$ cat src/rtl/ex_muldiv_ctrl_pkg.sv
// Shared definitions for the RV32M multiply/divide controller: operand width,
// iteration count, funct3 op encodings, FSM state encoding and shortcut codes.
package ex_muldiv_ctrl_pkg;

    localparam int XLEN     = 32;
    localparam int ITER_CNT = 32;
    localparam int CNT_W    = 5;

    typedef enum logic [2:0] {
        OP_MUL    = 3'd0,
        OP_MULH   = 3'd1,
        OP_MULHSU = 3'd2,
        OP_MULHU  = 3'd3,
        OP_DIV    = 3'd4,
        OP_DIVU   = 3'd5,
        OP_REM    = 3'd6,
        OP_REMU   = 3'd7
    } op_e;

    typedef enum logic [1:0] {
        ST_IDLE = 2'd0,
        ST_CALC = 2'd1,
        ST_FIX  = 2'd2,
        ST_DONE = 2'd3
    } state_e;

    // Operations that bypass the iterative loop and get a fixed answer in FIX.
    typedef enum logic [1:0] {
        SP_NONE = 2'd0,
        SP_DIVZ = 2'd1,
        SP_OVF  = 2'd2,
        SP_ZERO = 2'd3
    } special_e;

endpackage

$ cat src/rtl/muldiv_addsub.sv
// 33-bit adder/subtractor with carry-out; one iteration step of shift-add
// multiply or restoring divide. With sub=1 the carry-out means a >= b.
module muldiv_addsub (
    input  logic [32:0] a,
    input  logic [32:0] b,
    input  logic        sub,
    output logic [32:0] sum,
    output logic        cout
);

    // Two's-complement subtract as a + ~b + 1.
    always_comb begin
        {cout, sum} = {1'b0, a} + {1'b0, (sub ? ~b : b)} + {33'b0, sub};
    end

endmodule

$ cat src/rtl/ex_muldiv_ctrl.sv
// RV32M multiply/divide controller: 32-iteration shift-add multiply and
// restoring divide on operand magnitudes, sign fix-up in FIX, result in DONE.
// Optional build macro MULDIV_EARLY_OUT_EN: multiplies with a zero operand
// skip the loop and finish two cycles after start.
// Handshake: start is sampled only in IDLE; busy is high in CALC and FIX;
// done pulses for one cycle in DONE with result valid, result holds until the
// next done. flush aborts in any state and wins over start.
module ex_muldiv_ctrl
    import ex_muldiv_ctrl_pkg::*;
(
    input  logic            clk,
    input  logic            rst,
    input  logic            start,
    input  logic [2:0]      op,
    input  logic [XLEN-1:0] srcop1,
    input  logic [XLEN-1:0] srcop2,
    input  logic            flush,
    output logic            busy,
    output logic            done,
    output logic [XLEN-1:0] result,
    output state_e          dbg_state
);

    state_e          state, state_nxt;
    logic [CNT_W-1:0] cnt;
    logic [XLEN-1:0] hi, lo, mag2, src1_q;
    logic [2:0]      op_q;
    logic            neg_q;
    special_e        special_q, special_in;

    logic            s1, s2, neg_in, early_zero;
    logic [XLEN-1:0] mag1_in, mag2_in;
    logic [32:0]     as_a, as_b, as_sum;
    logic            as_cout;
    logic [63:0]     prod_fix;
    logic [XLEN-1:0] div_sel, fix_val;

    assign dbg_state = state;
    assign busy      = (state == ST_CALC) || (state == ST_FIX);
    assign done      = (state == ST_DONE) && !flush;

    // Operand classification at start: signs, magnitudes, shortcut cases.
    always_comb begin
        s1 = srcop1[31] && (op == OP_MULH || op == OP_MULHSU || op == OP_DIV || op == OP_REM);
        s2 = srcop2[31] && (op == OP_MULH || op == OP_DIV || op == OP_REM);
        neg_in  = (op == OP_REM) ? s1 : (s1 ^ s2);
        mag1_in = s1 ? (~srcop1 + 32'd1) : srcop1;
        mag2_in = s2 ? (~srcop2 + 32'd1) : srcop2;
`ifdef MULDIV_EARLY_OUT_EN
        early_zero = !op[2] && (srcop1 == '0 || srcop2 == '0);
`else
        early_zero = 1'b0;
`endif
        special_in = SP_NONE;
        if (op[2] && srcop2 == '0)
            special_in = SP_DIVZ;
        else if ((op == OP_DIV || op == OP_REM) && srcop1 == 32'h8000_0000 && srcop2 == 32'hFFFF_FFFF)
            special_in = SP_OVF;
        else if (early_zero)
            special_in = SP_ZERO;
    end

    // State register.
    always_ff @(posedge clk or negedge rst) begin
        if (!rst) state <= ST_IDLE;
        else      state <= state_nxt;
    end

    // Next-state logic; flush returns to IDLE from anywhere.
    always_comb begin
        state_nxt = state;
        if (flush) begin
            state_nxt = ST_IDLE;
        end else begin
            case (state)
                ST_IDLE: if (start) state_nxt = (special_in != SP_NONE) ? ST_FIX : ST_CALC;
                ST_CALC: if (cnt == '0) state_nxt = ST_FIX;
                ST_FIX:  state_nxt = ST_DONE;
                ST_DONE: state_nxt = ST_IDLE;
                default: state_nxt = ST_IDLE;
            endcase
        end
    end

    // Iteration step operands: multiply adds the multiplicand when the current
    // multiplier bit is set; divide trial-subtracts the divisor.
    always_comb begin
        if (op_q[2]) begin
            as_a = {hi, lo[31]};
            as_b = {1'b0, mag2};
        end else begin
            as_a = {1'b0, hi};
            as_b = {1'b0, (lo[0] ? mag2 : 32'd0)};
        end
    end

    muldiv_addsub u_addsub (
        .a    (as_a),
        .b    (as_b),
        .sub  (op_q[2]),
        .sum  (as_sum),
        .cout (as_cout)
    );

    // Sign correction and word selection applied in FIX.
    always_comb begin
        prod_fix = neg_q ? (~{hi, lo} + 64'd1) : {hi, lo};
        div_sel  = op_q[1] ? hi : lo;
        fix_val  = '0;
        case (special_q)
            SP_DIVZ: fix_val = op_q[1] ? src1_q : 32'hFFFF_FFFF;
            SP_OVF:  fix_val = op_q[1] ? 32'd0 : 32'h8000_0000;
            SP_ZERO: fix_val = 32'd0;
            default: begin
                if (op_q[2])
                    fix_val = neg_q ? (~div_sel + 32'd1) : div_sel;
                else
                    fix_val = (op_q[1:0] == 2'b00) ? prod_fix[31:0] : prod_fix[63:32];
            end
        endcase
    end

    // Datapath: latch at start, iterate in CALC, load result leaving FIX.
    always_ff @(posedge clk or negedge rst) begin
        if (!rst) begin
            cnt       <= '0;
            hi        <= '0;
            lo        <= '0;
            mag2      <= '0;
            src1_q    <= '0;
            op_q      <= '0;
            neg_q     <= 1'b0;
            special_q <= SP_NONE;
            result    <= '0;
        end else begin
            if (state == ST_IDLE && start && !flush) begin
                op_q      <= op;
                src1_q    <= srcop1;
                hi        <= '0;
                lo        <= mag1_in;
                mag2      <= mag2_in;
                neg_q     <= neg_in;
                special_q <= special_in;
                cnt       <= CNT_W'(ITER_CNT - 1);
            end else if (state == ST_CALC) begin
                if (op_q[2]) begin
                    hi <= as_cout ? as_sum[31:0] : as_a[31:0];
                    lo <= {lo[30:0], as_cout};
                end else begin
                    hi <= as_sum[32:1];
                    lo <= {as_sum[0], lo[31:1]};
                end
                if (cnt != '0) cnt <= cnt - 1'b1;
            end else if (state == ST_FIX && !flush) begin
                result <= fix_val;
            end
        end
    end

endmodule

$ cat config.mk
export PLATFORM = sky130hd
export DESIGN_NAME = ex_muldiv_ctrl
export DESIGN_NICKNAME = d
export VERILOG_FILES = /design/src/rtl/ex_muldiv_ctrl_pkg.sv /design/src/rtl/muldiv_addsub.sv /design/src/rtl/ex_muldiv_ctrl.sv
export SDC_FILE = /design/constraint.sdc
export NUM_CORES = 1
export LEC_CHECK = 0
export ABC_CLOCK_PERIOD_IN_PS = 5680
export BUFFER_PORTS_ARGS = -buffer_cell sky130_fd_sc_hd__buf_2
export CORE_AREA = 2 2 227 206
export DETAILED_ROUTE_END_ITERATION = 12
export DIE_AREA = 0 0 229 208
export GPL_TIMING_DRIVEN = 0
export PLACE_DENSITY = 0.62
export SYNTH_ARGS = -nofsm -noshare
export SYNTH_HDL_FRONTEND = slang
export SYNTH_SLANG_ARGS = --single-unit
$ cat constraint.sdc
create_clock -name clk -period 5.68 [get_ports clk]
set_input_delay 1.136 -clock clk [delete_from_list [all_inputs] [get_ports clk]]
set_output_delay 1.136 -clock clk [all_outputs]
set_load 0.1 [all_outputs]
==> results.md <==
- Outcome: finished clean
- DRC errors left: 0
- Buf/Inv on CP: 4
- Hold slack: 0.4764 ns
- Net Switching: 0.007536 W
- Placer Congestion: 1.045
- Switching part of the total: 0.5875
- Die height: 208 um
- H-tree Lvls: 4
- Clk pwr share: 0.102
- Crit share post-route: 0.9571
- Largest area contributor in the netlist: dfrtp_1
- Final ANT Viol Nets: 0
- Top cells by area, synth: dfrtp_1 (28%), o21ai_0 (8.1%), nand2_1 (8.1%), xnor2_1 (4.8%), mux2i_1 (4.5%)
- Worst path slowest cell: dfrtp_1
- Required time worst endpoint: 6.04 ns
- Cell Area, Synth: 0.01570 mm^2
- Combinational power share: 0.718
- RSZ-0062 raised after global routing: false
- Syn Inst Count: 2095
- Main synth FF type: dfrtp_1
- Setup WS pre-CTS: -0.4574 ns
- Slew margin rel.: 0.2512
- Lkg Pwr: 6.992 nW
- Final setup violation count: 0
- CP Max Fanout: 10
- Vias in the first global route: 16400
- Chip Width: 229 um
- CP endpoint kind: flop
- GR Overflow Total: 0
- Ys async rst share: 1.000
- Share of cells above drive strength 1: 0.1031
- Reg power frac: 0.180
- Drt wl/cell: 24.69 um
- Cell repeated most along the worst path: o21ai_0
- HP Start: src1_q[18]$_DFFE_PN0P_
- Core Footprint: 0.04518 mm^2
- Area share of the largest cell type after synthesis: 0.2758
- Final worst slack: 0.2435 ns
- #FFs+latches synth: 173
- Mean Syn Cell Area: 7.492 um^2
- PortBufs: 105
- Minimum clock period: 5.436 ns
- Max VDD drop: 0.4427 mV
- Clock transition at path regs: 0.08 ns
- Mapped Nets: 2209
- Final WL: 70110 um
- Number of distinct library cells after synthesis: 81
- CP top delay family: compound AO/OA/AOI/OAI gates
- Power, Total: 0.01283 W
- Area delta synth->final: 12.48%
- Post-cts hold buffer count: 0
- CP startpoint: op_q[2]$_DFFE_PN0P_
- Final Skew: 0.01273 ns
- HP Class: reg -> reg
- Clock root cell: clkbuf_16
- Max Cap Viol: 0
- Largest net degree at the start of global routing: 92
- GRT Resource Usage Total: 0.2886
- Detail Placement HPWL: 55400 um
- Cell internal pwr: 0.005290 W
- EDFF count, synth: 0
- Clk_lat worst skew: 0.48 ns
- NumNets Final: 2331
- Sequential area share after synthesis: 0.2758
- Dpl cells: 2809
- Clk buf depth: 2
- Non-Filler Instances: 2839
- Row cnt: 74
- Die footprint: 0.04763 mm^2
- Fmax: 183.9 MHz
- 1st-pass router iterations: 6
- FILL cells: 4791
- Initial Utilization: 0.3474
- Synth warnings: 0
- Kind of critical path: reg -> reg
- # clock sinks: 173
- CTS Buf Count: 17
- Final Hold Viols: 0
- TritonCTS clock tree: done
- Worst-margin pin slew: 1.115 ns
- Power per cell area: 726.5 mW/mm^2
- Pins Over Slew Limit: 0
- Initial antenna violation count: 0
- Vias per inst: 6.107
- Top Ports: 107
- Drt initial violations: 1885
- DR vias: 17340
- First-pass GRT wire length: 103800 um
- Slowest stage delay, CP: 0.79 ns
- Arrival @ worst endpoint: 5.80 ns
- Setup crit start kind: flop
- FF-to-FF Start: op_q[2]$_DFFE_PN0P_
- Cells along the critical path: clkbuf_2 -> clkbuf_2 -> mux2_2 -> ha_1 -> clkbuf_1 -> nand2_1 -> o21ai_0 -> o21ai_0 -> a2111oi_0 -> o21ai_0 -> clkbuf_1 -> a21oi_1 -> o31ai_1
## cell usage in the layout (no fill, tap or decap), types with 19 or more instances in the layout
cell type / netlist / routed
a21oi_1: 129 / 129
a31oi_1: 20 / 20
buf_2: 9 / 113
clkbuf_1: 152 / 141
dfrtp_1: 173 / 173
ha_1: 42 / 42
inv_1: 32 / 32
mux2_2: 38 / 38
mux2i_1: 71 / 71
nand2_1: 337 / 337
nand3_1: 35 / 35
nand4_1: 21 / 21
nor2_1: 161 / 161
nor3_1: 66 / 66
nor4_1: 19 / 19
o211ai_1: 47 / 47
o21ai_0: 255 / 255
o31ai_1: 31 / 31
or3_1: 22 / 22
xnor2_1: 86 / 86
xor2_1: 66 / 66
## path summary, 6_finish.rpt
kind | to | slack, ns | depth (start not counted)
worst max-delay path | hi[21]$_DFFE_PN0N_ | 0.24 | 13
max in group asynchronous | hi[25]$_DFFE_PN0N_ | 4.13 | 2
min in group asynchronous | src1_q[7]$_DFFE_PN0P_ | 0.64 | 1
worst max register to register | hi[21]$_DFFE_PN0N_ | 0.24 | 13
worst min-delay path | src1_q[18]$_DFFE_PN0P_ | 0.48 | 2
worst min register to register | src1_q[18]$_DFFE_PN0P_ | 0.48 | 2
## repair_timing
| item | in CTS | in global routing |
|---|---|---|
| endpoints found under the hold margin | 0 | 0 |
| resized for setup | 4 | 14 |
| setup endpoints to repair | 27 | 37 |
| setup buffers | 0 | 0 |
## cell usage after synthesis (15+ instances only)
cell,count
a211oi_1,18
and2_1,16
xor2_1,66
xnor2_1,86
nand4_1,21
a31oi_1,20
nand3_1,35
dfrtp_1,173
a21oi_1,129
o21a_1,16
or3_1,22
mux2_2,38
mux2i_1,71
buf_1,15
nor4_1,19
o221ai_1,15
o211ai_1,47
o41ai_1,15
nor2_1,161
clkbuf_1,152
o31ai_1,31
nand2_1,337
ha_1,42
nand2b_1,16
inv_1,32
o21ai_0,255
nor3_1,66
## final cells by class
class / instances / area (um^2) / share of cell area
Timing Repair Buffer: 106 / 563.0 / 0.03189
Sequential cell: 173 / 4329 / 0.2452
Clock buffer: 17 / 425.4 / 0.02410
Antenna cell: 1 / 2.502 / 0.0001417
Clock inverter: 15 / 205.2 / 0.01162
Inverter: 33 / 125.1 / 0.007087
Buffer: 175 / 695.7 / 0.03940
Tap cell: 608 / 760.7 / 0.04309
Multi-Input combinational cell: 1711 / 10550 / 0.5974
## sequential cells by signal, summed over array words and instances (netlist names)
name,flops
src1_q,32
result,32
hi,32
mag2,32
neg_q,1
dbg_state,2
special_q,2
cnt,5
op_q,3
lo,32
## layer usage
metal	track usage	wire, um
met2	0.4259	29660
met1	0.4099	30870
met3	0.06757	7294
met5	0	0
met4	0.1008	2282
## tightest hold or removal path, delay by kind of cell (launching register included)
kind | cells | cell delay [ns]
AND/OR/NAND/NOR | 2 | 0.10
flip-flops | 1 | 0.34
## metrics by stage
stage                     setup TNS (ns)    util  area [um^2]
after floorplan                        0       -        15700
after global placement            -6.995  0.3758        16980
after detailed placement          -7.884  0.3767        17020
after CTS                              0  0.3906        17650
after global routing                   0  0.3907        17650
final                                  0  0.3907        17650
## cells by family (layout without fill, tap and decap cells)
logic type,Yosys count,count (layout),share of synthesized area
other,0,1,0
AOI/OAI and AO/OA,639,639,0.2518
xor gates and xnor gates,152,152,0.08482
muxes,109,109,0.07254
buffers and inverters,211,346,0.05214
DFF,173,173,0.2758
and+or+nand+nor,768,768,0.2281
adders and majority gates,43,43,0.03476
## power by group through the flow
stage / clock network (W) / registers, W / logic, W
2_1_floorplan: 0 / 0.00288 / 0.00560
3_5_place_dp: 0 / 0.00228 / 0.00895
5_1_grt: 0.00137 / 0.00235 / 0.00983
3_3_place_gp: 0 / 0.00227 / 0.00887
6_report: 0.00131 / 0.00230 / 0.00921
4_1_cts: 0.00132 / 0.00228 / 0.00896
Note: power is estimated with default switching activity, not from simulation.
